==> src/rtl/pipo_pkg.sv <==
// Shared constants and helpers for the valid/ready register pipeline.
package pipo_pkg;

   localparam int N_DEFAULT     = 4;
   localparam int DEPTH_DEFAULT = 2;

   // Width needed to count 0..depth valid stages.
   function automatic int occ_width(input int depth);
      return $clog2(depth + 1);
   endfunction

endpackage

==> src/rtl/pipo_if.sv <==
// Valid/ready stream bus of the pipeline: upstream, downstream, flush and occupancy.
interface pipo_if import pipo_pkg::*;
   #(parameter int N     = N_DEFAULT,
     parameter int DEPTH = DEPTH_DEFAULT);

   localparam int OW = occ_width(DEPTH);

   logic          flush;
   logic          in_valid;
   logic          in_ready;
   logic [N-1:0]  data_in;
   logic          out_valid;
   logic          out_ready;
   logic [N-1:0]  data_out;
   logic [OW-1:0] occupancy;

   modport master (
      output flush, in_valid, data_in, out_ready,
      input  in_ready, out_valid, data_out, occupancy
   );

   modport slave (
      input  flush, in_valid, data_in, out_ready,
      output in_ready, out_valid, data_out, occupancy
   );

endinterface

==> src/rtl/pipo_stage.sv <==
// One pipeline stage: a valid bit plus an N-bit word that loads on advance.
module pipo_stage #(
   parameter int N = 4
) (
   input  logic         clk,
   input  logic         clear_n,
   input  logic         advance,
   input  logic         flush,
   input  logic         valid_in,
   input  logic [N-1:0] word_in,
   output logic         valid_q,
   output logic [N-1:0] word_q
);

   logic         valid_d;
   logic [N-1:0] word_d;

   // NOTE: every output gets its hold value first, so no path leaves it unassigned and no latch is inferred.
   always_comb begin
      valid_d = valid_q;
      word_d  = word_q;
      if (flush) begin
         valid_d = 1'b0;
         word_d  = '0;
      end else if (advance) begin
         valid_d = valid_in;
         word_d  = valid_in ? word_in : '0;
      end
   end

   // NOTE: the data word is reset as well as the valid bit, so an empty stage always reads as zero.
   always_ff @(posedge clk or negedge clear_n) begin
      if (!clear_n) begin
         valid_q <= 1'b0;
         word_q  <= '0;
      end else begin
         valid_q <= valid_d;
         word_q  <= word_d;
      end
   end

endmodule

==> src/rtl/pipo_pipe.sv <==
// DEPTH-stage valid/ready register pipeline with flush, ready chain and occupancy count.
module pipo_pipe import pipo_pkg::*; #(
   parameter int N     = N_DEFAULT,
   parameter int DEPTH = DEPTH_DEFAULT
) (
   input logic   clk,
   input logic   clear_n,
   pipo_if.slave bus
);

   localparam int OW = occ_width(DEPTH);

   logic [DEPTH-1:0] stage_valid;
   logic [DEPTH-1:0] can_adv;
   logic [DEPTH-1:0] load_valid;
   logic [N-1:0]     stage_word [DEPTH];
   logic [N-1:0]     load_word  [DEPTH];
   logic             chain;
   logic             in_ready;
   logic             in_xfer;
   logic             out_xfer;
   logic [OW-1:0]    occ_d;
   logic [OW-1:0]    occ_q;

   // NOTE: blocking assignments here let chain carry each stage's result to the one before it within a single pass.
   always_comb begin
      chain   = bus.out_ready;
      can_adv = '0;
      for (int i = DEPTH - 1; i >= 0; i--) begin
         chain      = ~stage_valid[i] | chain;
         can_adv[i] = chain;
      end
   end

   assign in_ready  = can_adv[0] & ~bus.flush & clear_n;
   assign in_xfer   = bus.in_valid & in_ready;
   assign out_xfer  = stage_valid[DEPTH-1] & bus.out_ready;

   for (genvar i = 0; i < DEPTH; i++) begin : g_stage
      if (i == 0) begin : g_head
         assign load_valid[i] = in_xfer;
         assign load_word[i]  = bus.data_in;
      end else begin : g_body
         assign load_valid[i] = stage_valid[i-1];
         assign load_word[i]  = stage_word[i-1];
      end

      pipo_stage #(.N(N)) u_stage (
         .clk      (clk),
         .clear_n  (clear_n),
         .advance  (can_adv[i]),
         .flush    (bus.flush),
         .valid_in (load_valid[i]),
         .word_in  (load_word[i]),
         .valid_q  (stage_valid[i]),
         .word_q   (stage_word[i])
      );
   end

   // A simultaneous input and output transfer leaves the count unchanged.
   always_comb begin
      occ_d = occ_q;
      if (bus.flush) begin
         occ_d = '0;
      end else begin
         case ({in_xfer, out_xfer})
            2'b10:   occ_d = occ_q + OW'(1);
            2'b01:   occ_d = occ_q - OW'(1);
            default: occ_d = occ_q;
         endcase
      end
   end

   always_ff @(posedge clk or negedge clear_n) begin
      if (!clear_n) occ_q <= '0;
      else          occ_q <= occ_d;
   end

   assign bus.in_ready  = in_ready;
   assign bus.out_valid = stage_valid[DEPTH-1];
   assign bus.data_out  = stage_word[DEPTH-1];
   assign bus.occupancy = occ_q;

endmodule

==> src/flat_wrapper.sv <==
// flat-port wrapper written by rule: the top's interface ports become plain ports
module pipo_pipe_flat import pipo_pkg::*;
#(
   parameter int N     = N_DEFAULT,
   parameter int DEPTH = DEPTH_DEFAULT
)
  (clk, clear_n, bus_flush, bus_in_valid, bus_data_in, bus_out_ready, bus_in_ready, bus_out_valid, bus_data_out, bus_occupancy);
  pipo_if #(.N(N), .DEPTH(DEPTH)) bus_i ();
  input logic clk;
  input logic clear_n;
  input wire logic [$bits(bus_i.flush)-1:0] bus_flush;
  input wire logic [$bits(bus_i.in_valid)-1:0] bus_in_valid;
  input wire logic [$bits(bus_i.data_in)-1:0] bus_data_in;
  input wire logic [$bits(bus_i.out_ready)-1:0] bus_out_ready;
  output wire logic [$bits(bus_i.in_ready)-1:0] bus_in_ready;
  output wire logic [$bits(bus_i.out_valid)-1:0] bus_out_valid;
  output wire logic [$bits(bus_i.data_out)-1:0] bus_data_out;
  output wire logic [$bits(bus_i.occupancy)-1:0] bus_occupancy;
  assign bus_i.flush = bus_flush;
  assign bus_i.in_valid = bus_in_valid;
  assign bus_i.data_in = bus_data_in;
  assign bus_i.out_ready = bus_out_ready;
  assign bus_in_ready = bus_i.in_ready;
  assign bus_out_valid = bus_i.out_valid;
  assign bus_data_out = bus_i.data_out;
  assign bus_occupancy = bus_i.occupancy;
  pipo_pipe #(.N(N), .DEPTH(DEPTH)) u_core (.clk(clk), .clear_n(clear_n), .bus(bus_i));
endmodule
==> config.mk <==
export PLATFORM = sky130hd
export DESIGN_NAME = pipo_pipe_flat
export DESIGN_NICKNAME = d
export VERILOG_FILES = /design/src/rtl/pipo_pkg.sv /design/src/rtl/pipo_if.sv /design/src/rtl/pipo_stage.sv /design/src/rtl/pipo_pipe.sv /design/src/flat_wrapper.sv
export SDC_FILE = /design/constraint.sdc
export NUM_CORES = 1
export LEC_CHECK = 0
export BUFFER_PORTS_ARGS = -buffer_cell sky130_fd_sc_hd__buf_4
export CAP_MARGIN = 20
export CORE_AREA = 4 4 41 43
export CTS_BUF_LIST = sky130_fd_sc_hd__clkbuf_8
export DETAILED_ROUTE_END_ITERATION = 6
export DIE_AREA = 0 0 45 47
export GPL_TIMING_DRIVEN = 0
export MAX_ROUTING_LAYER = met4
export PLACE_DENSITY = 0.82
export SETUP_SLACK_MARGIN = 0.2
export SLEW_MARGIN = 15
export SYNTH_ARGS = -nofsm -noshare
export SYNTH_HDL_FRONTEND = slang
export SYNTH_HIERARCHICAL = 1
export SYNTH_SLANG_ARGS = --single-unit
==> constraint.sdc <==
create_clock -name clk -period 2.25 [get_ports clk]
set_clock_uncertainty 0.15 [all_clocks]
set_input_delay 0.1125 -clock clk [delete_from_list [all_inputs] [get_ports clk]]
set_output_delay 0.1125 -clock clk [all_outputs]
set_load 0.005 [all_outputs]
## Word-level counts from Yosys, hierarchy flattened

Index checks and enable logic that the tools add are counted.

| word-level totals | value |
|---|---|
| flip-flop bits (word level) | 12 |
| input bits | 9 |
| word-level logic and storage cells | 33 |

| cells by class | value |
|---|---|
| add/subtract/negate cells | 2 |
| equal/unequal tests | 2 |
| multiplexer cells | 12 |
| bitwise gates (word level) | 9 |
| reductions and logical operators | 3 |

Operators with widths:

| kind | number |
|---|---|
| two-way mux 4 bit | 6 |
| bitwise AND 1 bit | 4 |
| two-way mux 1 bit | 4 |
| case mux 2 bit (2 select lines) | 1 |
| nonzero test 2 bit | 2 |
| inverter 1 bit | 3 |
| nonzero test 3 bit | 1 |
| adder 2 x 1 -> 2 bit, second input constant | 1 |
| == test 2 x 1 -> 1 bit, second input constant | 1 |
| == test 2 bit, second input constant | 1 |
| two-way mux 2 bit | 1 |
| bitwise OR 1 bit | 2 |
| subtractor 2 x 1 -> 2 bit, second input constant | 1 |

## Longest topological paths before layout

| logic depth | value |
|---|---|
| word-level depth | 9 |
| gate-level depth with buffers | 6 |
| mapped depth without buffers | 5 |

## Cells and area by module

Netlist, hierarchy kept.

Modules (own cells, without submodules):

| module | times used | cells each | area an instance (um^2) | sequential area each (um^2) |
|---|---|---|---|---|
| pipo_stage | 2 | 16 | 209.0 | 125.1 |
| pipo_pipe | 1 | 20 | 183.9 | 50.0 |

## Worst setup path after synthesis

Ideal clock, no wire load.

| timing | value |
|---|---|
| path kind | register to register |
| start point | register u_core.g_stage[1].u_stage.valid_q |
| end point | register u_core.g_stage[0].u_stage.word_q[2] |
| arrival | 1,088 ps |
| data required time | 1,979 ps |
| slack | 891 ps |
| stages on the path, launching flop included | 6 |
| buffers on the path | 0 |
| clock period less this slack | 1,359 ps |
| cells stage by stage | dfrtp_1 > nand2b_1 > nor2_1 > nor2_1 > nor2b_2 > a32o_2 |

| on the way | value |
|---|---|
| word-level cells in the longest chain between the ends | 9 |
| elaborated cells between the ends (all ways) | 10 |

RTL lines:

| item | line | text |
|---|---|---|
| from (decl) | pipo_stage.sv:11 | `output logic valid_q,` |
| from (signal assigned) | pipo_stage.sv:37 | `valid_q <= valid_d;` |
| inverter 1 bit | pipo_pipe.sv:30 | `chain = ~stage_valid[i] \| chain;` |
| bitwise OR 1 bit | pipo_pipe.sv:30 |  |
| via u_core.can_adv[1] | pipo_pipe.sv:14 | `logic [DEPTH-1:0] can_adv;` |
| bitwise OR 1 bit | pipo_pipe.sv:30 |  |
| bitwise AND 1 bit (2 in a row) | pipo_pipe.sv:35 | `assign in_ready = can_adv[0] & ~bus.flush & clear_n;` |
| bitwise AND 1 bit | pipo_pipe.sv:36 | `assign in_xfer = bus.in_valid & in_ready;` |
| via u_core.in_xfer | pipo_pipe.sv:20 | `logic in_xfer;` |
| two-way mux 4 bit | pipo_stage.sv:27 | `word_d = valid_in ? word_in : '0;` |
| two-way mux 4 bit | pipo_stage.sv:25 | `end else if (advance) begin` |
| two-way mux 4 bit | pipo_stage.sv:22 | `if (flush) begin` |
| to (signal assigned) | pipo_stage.sv:38 | `word_q <= word_d;` |
| to (decl) | pipo_stage.sv:12 | `output logic [N-1:0] word_q` |

The timed path passes the listed nets, and every way through them passes these cells. The select of a mux whose other input is x is not followed.
A chain may end at the register's enable or synchronous reset.

## Worst setup path after layout

| timing | value |
|---|---|
| start point | input port bus_flush |
| end point | register u_core.g_stage[0].u_stage.word_q[1] |

| on the way | value |
|---|---|
| word-level cells in the longest chain between the ends | 7 |
| elaborated cells between the ends (all ways) | 8 |

RTL lines:

| item | line | text |
|---|---|---|
| from (decl) | flat_wrapper.sv:11 | `input wire logic [$bits(bus_i.flush)-1:0] bus_flush;` |
| inverter 1 bit | pipo_pipe.sv:35 |  |
| bitwise AND 1 bit (2 in a row) | pipo_pipe.sv:35 |  |
| bitwise AND 1 bit | pipo_pipe.sv:36 |  |
| via u_core.in_xfer | pipo_pipe.sv:20 |  |
| two-way mux 4 bit | pipo_stage.sv:27 |  |
| two-way mux 4 bit | pipo_stage.sv:25 |  |
| two-way mux 4 bit | pipo_stage.sv:22 |  |

The timed path passes the listed nets, and every way through them passes these cells. The select of a mux whose other input is x is not followed.

==> flow_metrics.py <==
metrics = {
    "drt": {
        "num_vias": 496,
        "first_pass_iters": 5,
        "drt-initial-drc-count": 6,
        "totalWireLength_um": 1310,
        "drc": 0,
        "vias_per_cell": 5.22,
        "detail-route-antenna-nets": 0,
        "wire_per_inst_um": 13.8,
    },
    "timing": {
        "fin_crit_sh_pct": 87.4,
        "hold_ws_ps": 107,
        "maxSlewHeadroom_pct": 89.1,
        "drv_slew": 0,
        "finalSetupViolCount": 0,
        "period_needed_ps": 1970,
        "tns_ps": 0,
        "hold_viol": 0,
        "timing.fmax_ghz": 0.509,
        "rsz0062_at_grt": "false",
        "tightestPinTransition_ps": 159,
        "setup_slack_ps": 284,
    },
    "critical_path": {
        "setup.worst_path.end_class": "register",
        "crit_slowest_cell": "dlygate4sd3_1",
        "r2r_start": "u_core/g_stage[0].u_stage/valid_q$_DFFE_PN0P_",
        "cp_max_fo": 13,
        "r2r_slack_ps": 360,
        "critical_path.max_stage_delay_ps": 550,
        "worstSetupStartpointType": "primary input",
        "required_ps": 2280,
        "rr_worst_depth": 7,
        "critical_path.top_delay_family": "buffers and inverters",
        "r2r_end": "u_core/g_stage[0].u_stage/word_q[1]$_DFFE_PN0P_",
        "path_buf_inv": 3,
        "path_common_cell": "dlygate4sd3_1",
        "arrival_ps": 1990,
        "worstSetupPathType": "in2reg",
        "crit_chain": "dlygate4sd3_1 -> buf_4 -> nand3b_4 -> nor2_1 -> nand3_1 -> a21oi_1 -> dlygate4sd3_1",
    },
    "clocking": {
        "clock_latency_ps": 240,
        "cts-buffers-inserted": 3,
        "h-tree-depth": 1,
        "cts_sinks": 12,
        "cts_resized": 0,
        "clkSlewWorstSetupHoldPaths_ps": 50,
        "cts_hold_buf": 7,
        "cts_tree": "yes",
        "cts_max_path_buffers": 2,
        "cts_root_buf": "clkbuf_8",
        "post_cts_buffers": 0,
    },
    "power": {
        "power_switching_mw": 0.103,
        "power.density_nw_per_um2": 583,
        "power.internal_mw": 0.404,
        "peakVddDrop_mv": 0.579,
        "combPwrFrac_pct": 10.0,
        "swShare_pct": 20.3,
        "seqPwrFrac_pct": 44.2,
        "clkPwrFrac_pct": 45.9,
        "leakage_nw": 0.460,
    },
    "synthesis": {
        "yosysUniqueCellTypes": 19,
        "synthCells": 52,
        "ys_seq_area_share_pct": 49.9,
        "async_flop_share_pct": 100,
        "synth_seq_cells": 12,
        "avgSynthCellArea_um2": 11.6,
        "mappedNetlistArea_um2": 602,
        "synth_ff_type": "dfrtp_1",
        "yosysWarnings": 6,
        "synth-edff-count": 0,
        "syn_nets": 61,
    },
    "place": {
        "finalWeightedCongestion": 0.689,
        "port_buffers": 16,
        "dpl.hpwl_um": 910,
        "pre_cts_ws_ps": 799,
    },
    "run": {
        "drv_cap": 0,
    },
    "finish": {
        "layout-drive-gt1-share_pct": 46.8,
        "final_cell_mix": "buf_4 (16), dfrtp_1 (12), dlygate4sd3_1 (7), nor2_1 (7), a32o_2 (6)",
        "final_nets": 89,
        "final_common_cell": "buf_4",
        "synthToLayoutAreaGrowth_pct": 44.3,
    },
    "floorplanning": {
        "die_area_um2": 2120,
        "core_area_um2": 1300,
        "die_w_um": 45,
        "rows": 13,
        "io_pins": 17,
        "start_util_pct": 46.2,
        "die_y_um": 47,
    },
    "global_routing": {
        "grt_use_total_pct": 16.4,
        "grt_max_degree": 15,
        "grt-ovfl-total": 0,
        "grt_pass1_vias": 522,
        "grt_pass1_wl_um": 2260,
        "antenna_found_initial": 0,
    },
    "outcome": {
        "run_status": "completed",
    },
    "worst_hold_path": {
        "hp-class": "in2async",
    },
}
[cell type report]
type                    instances  area, um2
flip-flops and latches         12        300
repair buffers                 23        190
fillers                       103        433
clock buffers                   4       55.1
plain buffers                   2       10.0
inverters                       2       7.51
well taps                      15       18.8
diodes                          1       2.50
multi-input cells              36        284
[Yosys cell counts (all sizes together), types with 2 or more instances]
cell	instances	area share (%)
nand2b	3	3.1
buf	2	1.7
mux2i	3	5.0
inv	2	1.2
a21oi	2	1.7
a32o	6	11
dfrtp	12	50
nand3	2	1.7
nor2	10	7.5
nor2b	2	2.9
[metrics by stage]
stage / instances / cell area, um2 / total power [mW] / utilization [%]
finish: 95 / 868 / 0.506 / 66.7
global route: 94 / 866 / 0.537 / 66.5
global placement: 83 / 741 / 0.268 / 56.9
floorplan: 52 / 602 / 0.242 / -
CTS: 94 / 866 / 0.514 / 66.5
detailed placement: 83 / 741 / 0.269 / 56.9
[state kept, by name (all words and copies together) (netlist names)]
signal / cells
u_core/g_stage.u_stage/word_q: 8
u_core/g_stage.u_stage/valid_q: 2
u_core/bus.occupancy: 2
[routing by layer]
| layer | part of all wire [%] | global-route usage (%) | vias up |
|---|---|---|---|
| met2 | 50 | 25.1 | 14 |
| met4 | 3.7 | 12.9 | 0 |
| li1 | - | - | 243 |
| met1 | 42 | 16.7 | 235 |
| met5 | 0 | - | - |
| met3 | 4.7 | 6.51 | 4 |
[logic make-up (layout without fill, tap and decap cells)]
logic type	count (synthesis)	after routing	share of synthesized area (%)
simple gates	21	21	22.0
flops	12	12	49.9
compound gates	10	10	16.2
mux	4	4	7.48
buf+inv	4	31	2.91
xor+xnor	1	1	1.46
other cells	0	1	0
[power groups by stage]
stage / Combinational, mW / Sequential (mW) / Clock [mW]
after global placement: 0.0409 / 0.227 / 0
after CTS: 0.0505 / 0.224 / 0.240
after detailed placement: 0.0417 / 0.227 / 0
after floorplan: 0.0152 / 0.227 / 0
after global routing: 0.0555 / 0.224 / 0.257
final: 0.0504 / 0.224 / 0.232
[worst max-delay path by stage]
stage                                                  startpoint                                              end  slack [ps]  depth (start not counted)
floorplan           u_core/g_stage[1].u_stage/valid_q$_DFFE_PN0P_  u_core/g_stage[0].u_stage/word_q[2]$_DFFE_PN0P_         890                          5
global placement    u_core/g_stage[1].u_stage/valid_q$_DFFE_PN0P_  u_core/g_stage[0].u_stage/word_q[2]$_DFFE_PN0P_         820                          5
detailed placement  u_core/g_stage[0].u_stage/valid_q$_DFFE_PN0P_  u_core/g_stage[0].u_stage/word_q[2]$_DFFE_PN0P_         800                          5
CTS                                                     bus_flush  u_core/g_stage[0].u_stage/word_q[1]$_DFFE_PN0P_         290                          7
global route        u_core/g_stage[1].u_stage/valid_q$_DFFE_PN0P_  u_core/g_stage[0].u_stage/word_q[1]$_DFFE_PN0P_         220                          7
finish                                                  bus_flush  u_core/g_stage[0].u_stage/word_q[1]$_DFFE_PN0P_         280                          7
No activity file was read; power rests on OpenSTA's default activity.
